==> src/rtl/piso_pkg.sv <==
// Shared types for the parallel-in serial-out transmitter.
package piso_pkg;

    // Transmitter control states.
    typedef enum logic [1:0] {
        IDLE,
        SHIFT,
        GAP
    } piso_state_t;

endpackage

==> src/rtl/piso_tx.sv <==
// Parallel-in serial-out transmitter. Words arrive on a valid/ready handshake and
// leave one bit per clock on a registered serial line with a frame strobe.
module piso_tx
    import piso_pkg::*;
#(
    parameter int unsigned WIDTH      = 8,
    parameter bit          MSB_FIRST  = 1'b1,
    parameter bit          IDLE_LEVEL = 1'b0,
    parameter int unsigned GAP_CYCLES = 0
) (
    input  logic             clk,
    input  logic             reset_n,
    input  logic [WIDTH-1:0] tx_data,
    input  logic             tx_valid,
    output logic             tx_ready,
    output logic             ser_out,
    output logic             ser_frame,
    output logic             tx_done,
    output logic             busy
);

    localparam int unsigned CntW = $clog2(WIDTH);
    localparam logic [CntW-1:0] LastCnt   = CntW'(WIDTH - 1);
    localparam logic [CntW-1:0] PenultCnt = CntW'(WIDTH - 2);

    piso_state_t      state_q, state_d;
    logic [WIDTH-1:0] shift_q, shift_d;
    logic [CntW-1:0]  bit_cnt_q, bit_cnt_d;
    logic             ser_out_q, ser_out_d;
    logic             frame_q, frame_d;
    logic             done_q, done_d;
    logic             last_bit;
    logic             transfer;
    logic             gap_start;
    logic             gap_done;

    // bit_cnt tracks the bit currently on the line, so last_bit marks its final cycle.
    assign last_bit = (bit_cnt_q == LastCnt);
    assign transfer = tx_valid && tx_ready;

    // Ready depends only on state; a reload on the last bit gives gapless streaming.
    always_comb begin
        tx_ready = 1'b0;
        unique case (state_q)
            IDLE:    tx_ready = 1'b1;
            SHIFT:   tx_ready = (GAP_CYCLES == 0) && last_bit;
            default: tx_ready = 1'b0;
        endcase
    end

    // Next-state, shift path and registered-output next values.
    always_comb begin
        state_d   = state_q;
        shift_d   = shift_q;
        bit_cnt_d = bit_cnt_q;
        ser_out_d = IDLE_LEVEL;
        frame_d   = 1'b0;
        done_d    = 1'b0;
        gap_start = 1'b0;
        if (transfer) begin
            // First bit goes straight to the line; the rest waits in shift_q.
            state_d   = SHIFT;
            bit_cnt_d = '0;
            frame_d   = 1'b1;
            if (MSB_FIRST) begin
                ser_out_d = tx_data[WIDTH-1];
                shift_d   = {tx_data[WIDTH-2:0], 1'b0};
            end else begin
                ser_out_d = tx_data[0];
                shift_d   = {1'b0, tx_data[WIDTH-1:1]};
            end
        end else begin
            unique case (state_q)
                IDLE: ;
                SHIFT: begin
                    if (!last_bit) begin
                        bit_cnt_d = bit_cnt_q + 1'b1;
                        frame_d   = 1'b1;
                        done_d    = (bit_cnt_q == PenultCnt);
                        if (MSB_FIRST) begin
                            ser_out_d = shift_q[WIDTH-1];
                            shift_d   = {shift_q[WIDTH-2:0], 1'b0};
                        end else begin
                            ser_out_d = shift_q[0];
                            shift_d   = {1'b0, shift_q[WIDTH-1:1]};
                        end
                    end else if (GAP_CYCLES > 0) begin
                        state_d   = GAP;
                        gap_start = 1'b1;
                    end else begin
                        state_d = IDLE;
                    end
                end
                GAP: begin
                    if (gap_done) begin
                        state_d = IDLE;
                    end
                end
                default: state_d = IDLE;
            endcase
        end
    end

    // State and datapath registers; reset drops any word in flight.
    always_ff @(posedge clk or negedge reset_n) begin
        if (!reset_n) begin
            state_q   <= IDLE;
            shift_q   <= '0;
            bit_cnt_q <= '0;
            ser_out_q <= IDLE_LEVEL;
            frame_q   <= 1'b0;
            done_q    <= 1'b0;
        end else begin
            state_q   <= state_d;
            shift_q   <= shift_d;
            bit_cnt_q <= bit_cnt_d;
            ser_out_q <= ser_out_d;
            frame_q   <= frame_d;
            done_q    <= done_d;
        end
    end

    if (GAP_CYCLES > 0) begin : g_gap
        localparam int unsigned GapW = $clog2(GAP_CYCLES + 1);
        logic [GapW-1:0] gap_cnt_q;

        // Count cycles spent in GAP, restarting from zero on each entry.
        always_ff @(posedge clk or negedge reset_n) begin
            if (!reset_n) begin
                gap_cnt_q <= '0;
            end else if (gap_start) begin
                gap_cnt_q <= '0;
            end else if (state_q == GAP) begin
                gap_cnt_q <= gap_cnt_q + 1'b1;
            end
        end

        assign gap_done = (gap_cnt_q == GapW'(GAP_CYCLES - 1));
    end else begin : g_no_gap
        logic unused_gap_start;
        assign unused_gap_start = gap_start;
        assign gap_done         = 1'b1;
    end

    assign ser_out   = ser_out_q;
    assign ser_frame = frame_q;
    assign tx_done   = done_q;
    assign busy      = (state_q != IDLE);

endmodule

==> config.mk <==
export PLATFORM = sky130hd
export DESIGN_NAME = piso_tx
export DESIGN_NICKNAME = d
export VERILOG_FILES = /design/src/rtl/piso_pkg.sv /design/src/rtl/piso_tx.sv
export SDC_FILE = /design/constraint.sdc
export NUM_CORES = 1
export LEC_CHECK = 0
export CAP_MARGIN = 10
export CORE_UTILIZATION = 45
export CTS_BUF_LIST = sky130_fd_sc_hd__clkbuf_2
export DETAILED_ROUTE_END_ITERATION = 8
export GPL_ROUTABILITY_DRIVEN = 0
export GPL_TIMING_DRIVEN = 0
export PLACE_DENSITY = 0.75
export SETUP_SLACK_MARGIN = 0.1
export SYNTH_ARGS = -nofsm -noshare
export SYNTH_HDL_FRONTEND = slang
export SYNTH_SLANG_ARGS = --single-unit
==> constraint.sdc <==
create_clock -name clk -period 1.6 [get_ports clk]
set_input_delay 0.48 -clock clk [delete_from_list [all_inputs] [get_ports clk]]
set_output_delay 0.48 -clock clk [all_outputs]
set_load 0.05 [all_outputs]
==> flow_metrics.env <==
export IMPL_final_util=0.683
export IMPL_cts_root_buf="clkbuf_2"
export IMPL_hold_viol_final=0
export IMPL_avgSynthCellArea_um2=14.1
export IMPL_setup_ws_ps=-310
export IMPL_grt_max_degree=15
export IMPL_setup_tns_ps=-311
export IMPL_vias=416
export IMPL_die_w_um=41.2
export IMPL_initial_core_util=0.507
export IMPL_nNetsFinal=87
export IMPL_rr_startpoint="bit_cnt_q[0]"
export IMPL_synth_area_leaders="dfrtp_1 (51%), mux2_4 (15%), mux2_2 (11%)"
export IMPL_multi_input_area_um2=330
export IMPL_rsz0062_at_grt="true"
export IMPL_p_leak_nw=0.446
export IMPL_hold_path_end="shift_q[7]"
export IMPL_clock_path_buffers=2
export IMPL_wl_per_cell_um=13.0
export IMPL_worstPathRequired_ps=1120
export IMPL_cts_tree="done"
export IMPL_place_inst=79
export IMPL_viasPerCell=4.84
export IMPL_grt_util_all_layers=0.162
export IMPL_p_int_mw=1.07
export IMPL_synth_area_um2=693
export IMPL_grt_ovfl_total=0
export IMPL_cap_violations=0
export IMPL_htree_levels=1
export IMPL_max_slew_margin=0.590
export IMPL_met2_usage=0.266
export IMPL_grt_pass1_vias=404
export IMPL_holdPathStages=1
export IMPL_syn_nets=63
export IMPL_fin_hold_ws_ps=515
export IMPL_synth_top_cell_area_share=0.505
export IMPL_switching_share=0.364
export IMPL_clkPwrFrac=0.093
export IMPL_path_clk_slew_ps=130
export IMPL_period_needed_ps=1910
export IMPL_min_period_over_period=1.19
export IMPL_clk_insertion_delay_late_ps=260
export IMPL_drive_gt1_frac=0.451
export IMPL_met1_usage=0.203
export IMPL_seqCellArea_um2=350
export IMPL_start_kind="flip-flop"
export IMPL_grtUsageMet3=0.0326
export IMPL_r2r_slack_ps=0
export IMPL_hpwl_um=727
export IMPL_violations="setup timing"
export IMPL_clkSinkCount=14
export IMPL_arrival_ps=1430
export IMPL_grt_pass1_wl_mm=1.70
export IMPL_die_area_um2=1700
export IMPL_seq_power_share=0.337
export IMPL_syn_to_final_growth_pct=34.7
export IMPL_std_cell_rows=13
export IMPL_drc=0
export IMPL_worstPathMaxFanout=2
export IMPL_setup_viol=3
export IMPL_cts_inserted_buffers=3
export IMPL_power_frac_comb=0.570
export IMPL_antenna_found_initial=0
export IMPL_synth_largest_area_cell="dfrtp_1"
export IMPL_outcome="finished with violations"
export IMPL_ant_nets=0
export IMPL_ys_flop_type="dfrtp_1"
export IMPL_die_y_um=41.2
export IMPL_synthArstFlopShare=1.00
export IMPL_slew_violations=0
export IMPL_r2r_end="bit_cnt_q[2]"
export IMPL_nFillCells=117
export IMPL_synth_edf_count=0
export IMPL_first_pass_iters=2
export IMPL_r2r_cells=6
export IMPL_pwr_density_cell_nw_per_um2=1800
export IMPL_port_buffers=15
export IMPL_ys_seq_area_frac=0.505
export IMPL_hp_class="flip-flop to flip-flop"
export IMPL_ys_ff_latch=14
export IMPL_holdCritStartpoint="shift_q[6]"
export IMPL_tightest_slew_ps=613
export IMPL_fmax_mhz=523
export IMPL_busiest_layer="met2"
export IMPL_total_power_mw=1.68
export IMPL_dr_first_iter_drc_count=5
export IMPL_hold_buffers=0
export IMPL_ir_drop_mv=0.915
export IMPL_synth_cells=49
export IMPL_ys_types=13
export IMPL_diodes=0
export IMPL_synth_commonest_cells="dfrtp_1 (14), mux2_2 (7), mux2_4 (7), nand2b_1 (5)"
export IMPL_drt_total_wl_mm=1.12
export IMPL_finalClockSkew_ps=2.17
export IMPL_yosys_cell_count_top_type="dfrtp_1"
export IMPL_yosysWarnings=0
export IMPL_instances_no_fill=86
export IMPL_crit_type="flip-flop to primary output"
export IMPL_p_switching_mw=0.611
export IMPL_pin_count=16
export IMPL_core_area_um2=1370
export IMPL_setup_worst_path_end_class="primary output"
-- registers in the layout, indices dropped and copies added (netlist names) --
| name | flops |
|---|---|
| shift_q | 7 |
| bit_cnt_q | 3 |
| tx_done | 1 |
| state_q | 1 |
| ser_out | 1 |
| ser_frame | 1 |
-- final cells by class --
| type | instances | share of cell area |
|---|---|---|
| Clock buffer | 3 | 0.0161 |
| Buffer | 2 | 0.0335 |
| Sequential cell | 14 | 0.375 |
| Tap cell | 15 | 0.0201 |
| Multi-Input combinational cell | 30 | 0.354 |
| Timing Repair Buffer | 20 | 0.193 |
| Inverter | 2 | 0.00804 |
-- metrics by stage --
step                      setup slack, ps  area, µm²
after global placement               -766        890
after floorplan                     -7.01        721
after CTS                            -391        942
after detailed placement             -771        890
after global routing                 -369        933
final                                -310        933
-- power by group through the flow --
stage	combinational, mW	sequential, mW	clock, mW
final	0.957	0.565	0.156
after global routing	1.04	0.584	0.182
after CTS	0.961	0.562	0.167
after detailed placement	0.846	0.582	0
after global placement	0.835	0.578	0
after floorplan	0.539	0.689	0
-- layout by cell type, fill, tap and decap left out --
cell type / Yosys / final
and2_1: 1 / 1
and2b_1: 1 / 1
buf_12: 0 / 2
buf_2: 1 / 4
buf_4: 0 / 4
buf_6: 2 / 2
clkbuf_2: 0 / 3
clkdlybuf4s50_1: 0 / 9
dfrtp_1: 14 / 14
dlygate4sd2_1: 0 / 1
ha_1: 3 / 1
ha_2: 0 / 1
ha_4: 0 / 1
inv_1: 2 / 2
mux2_2: 7 / 7
mux2_4: 7 / 7
mux2i_1: 3 / 3
nand2_1: 2 / 2
nand2b_1: 5 / 4
nand2b_4: 0 / 1
nor2_1: 1 / 1
-- worst max path at each step --
| stage | from | endpoint | slack, ps | cells after the start |
|---|---|---|---|---|
| floorplan | bit_cnt_q[1] | tx_ready | -7 | 5 |
| global placement | bit_cnt_q[0] | tx_ready | -770 | 6 |
| detailed placement | bit_cnt_q[0] | tx_ready | -770 | 6 |
| CTS | bit_cnt_q[1] | tx_ready | -390 | 6 |
| global route | bit_cnt_q[0] | tx_ready | -370 | 5 |
| finish | bit_cnt_q[0] | tx_ready | -310 | 5 |
-- repair_timing --
action	4_1_cts	5_1_grt
pin swaps	0	1
setup endpoints to repair	10	16
gates resized for setup	24	8
buffers inserted	4	1
-- kinds of logic (layout without fill, tap and decap cells) --
group         after synthesis  count (layout)  share of synthesized area
buf+inv                     5              27                     0.0505
mux                        17              17                      0.309
fa+ha+maj                   3               3                     0.0542
flops                      14              14                      0.505
simple gates               10              10                     0.0812
-- worst max-delay path: stages, from the launching register on --
cell and delay, ps:
dfrtp_1 410, ha_2 200, ha_4 150, nand2b_4 150, buf_12 130, buf_12 130
-- metal layers --
layer  share of wire  wire length (µm)  vias to the layer above
li1                -                 -                      209
met1            0.46               514                      195
met2            0.48               537                       12
met3           0.056                63                        0
met4               0                 0                        0
met5               0                 0                        -
Note: power is estimated with default switching activity, not from simulation.
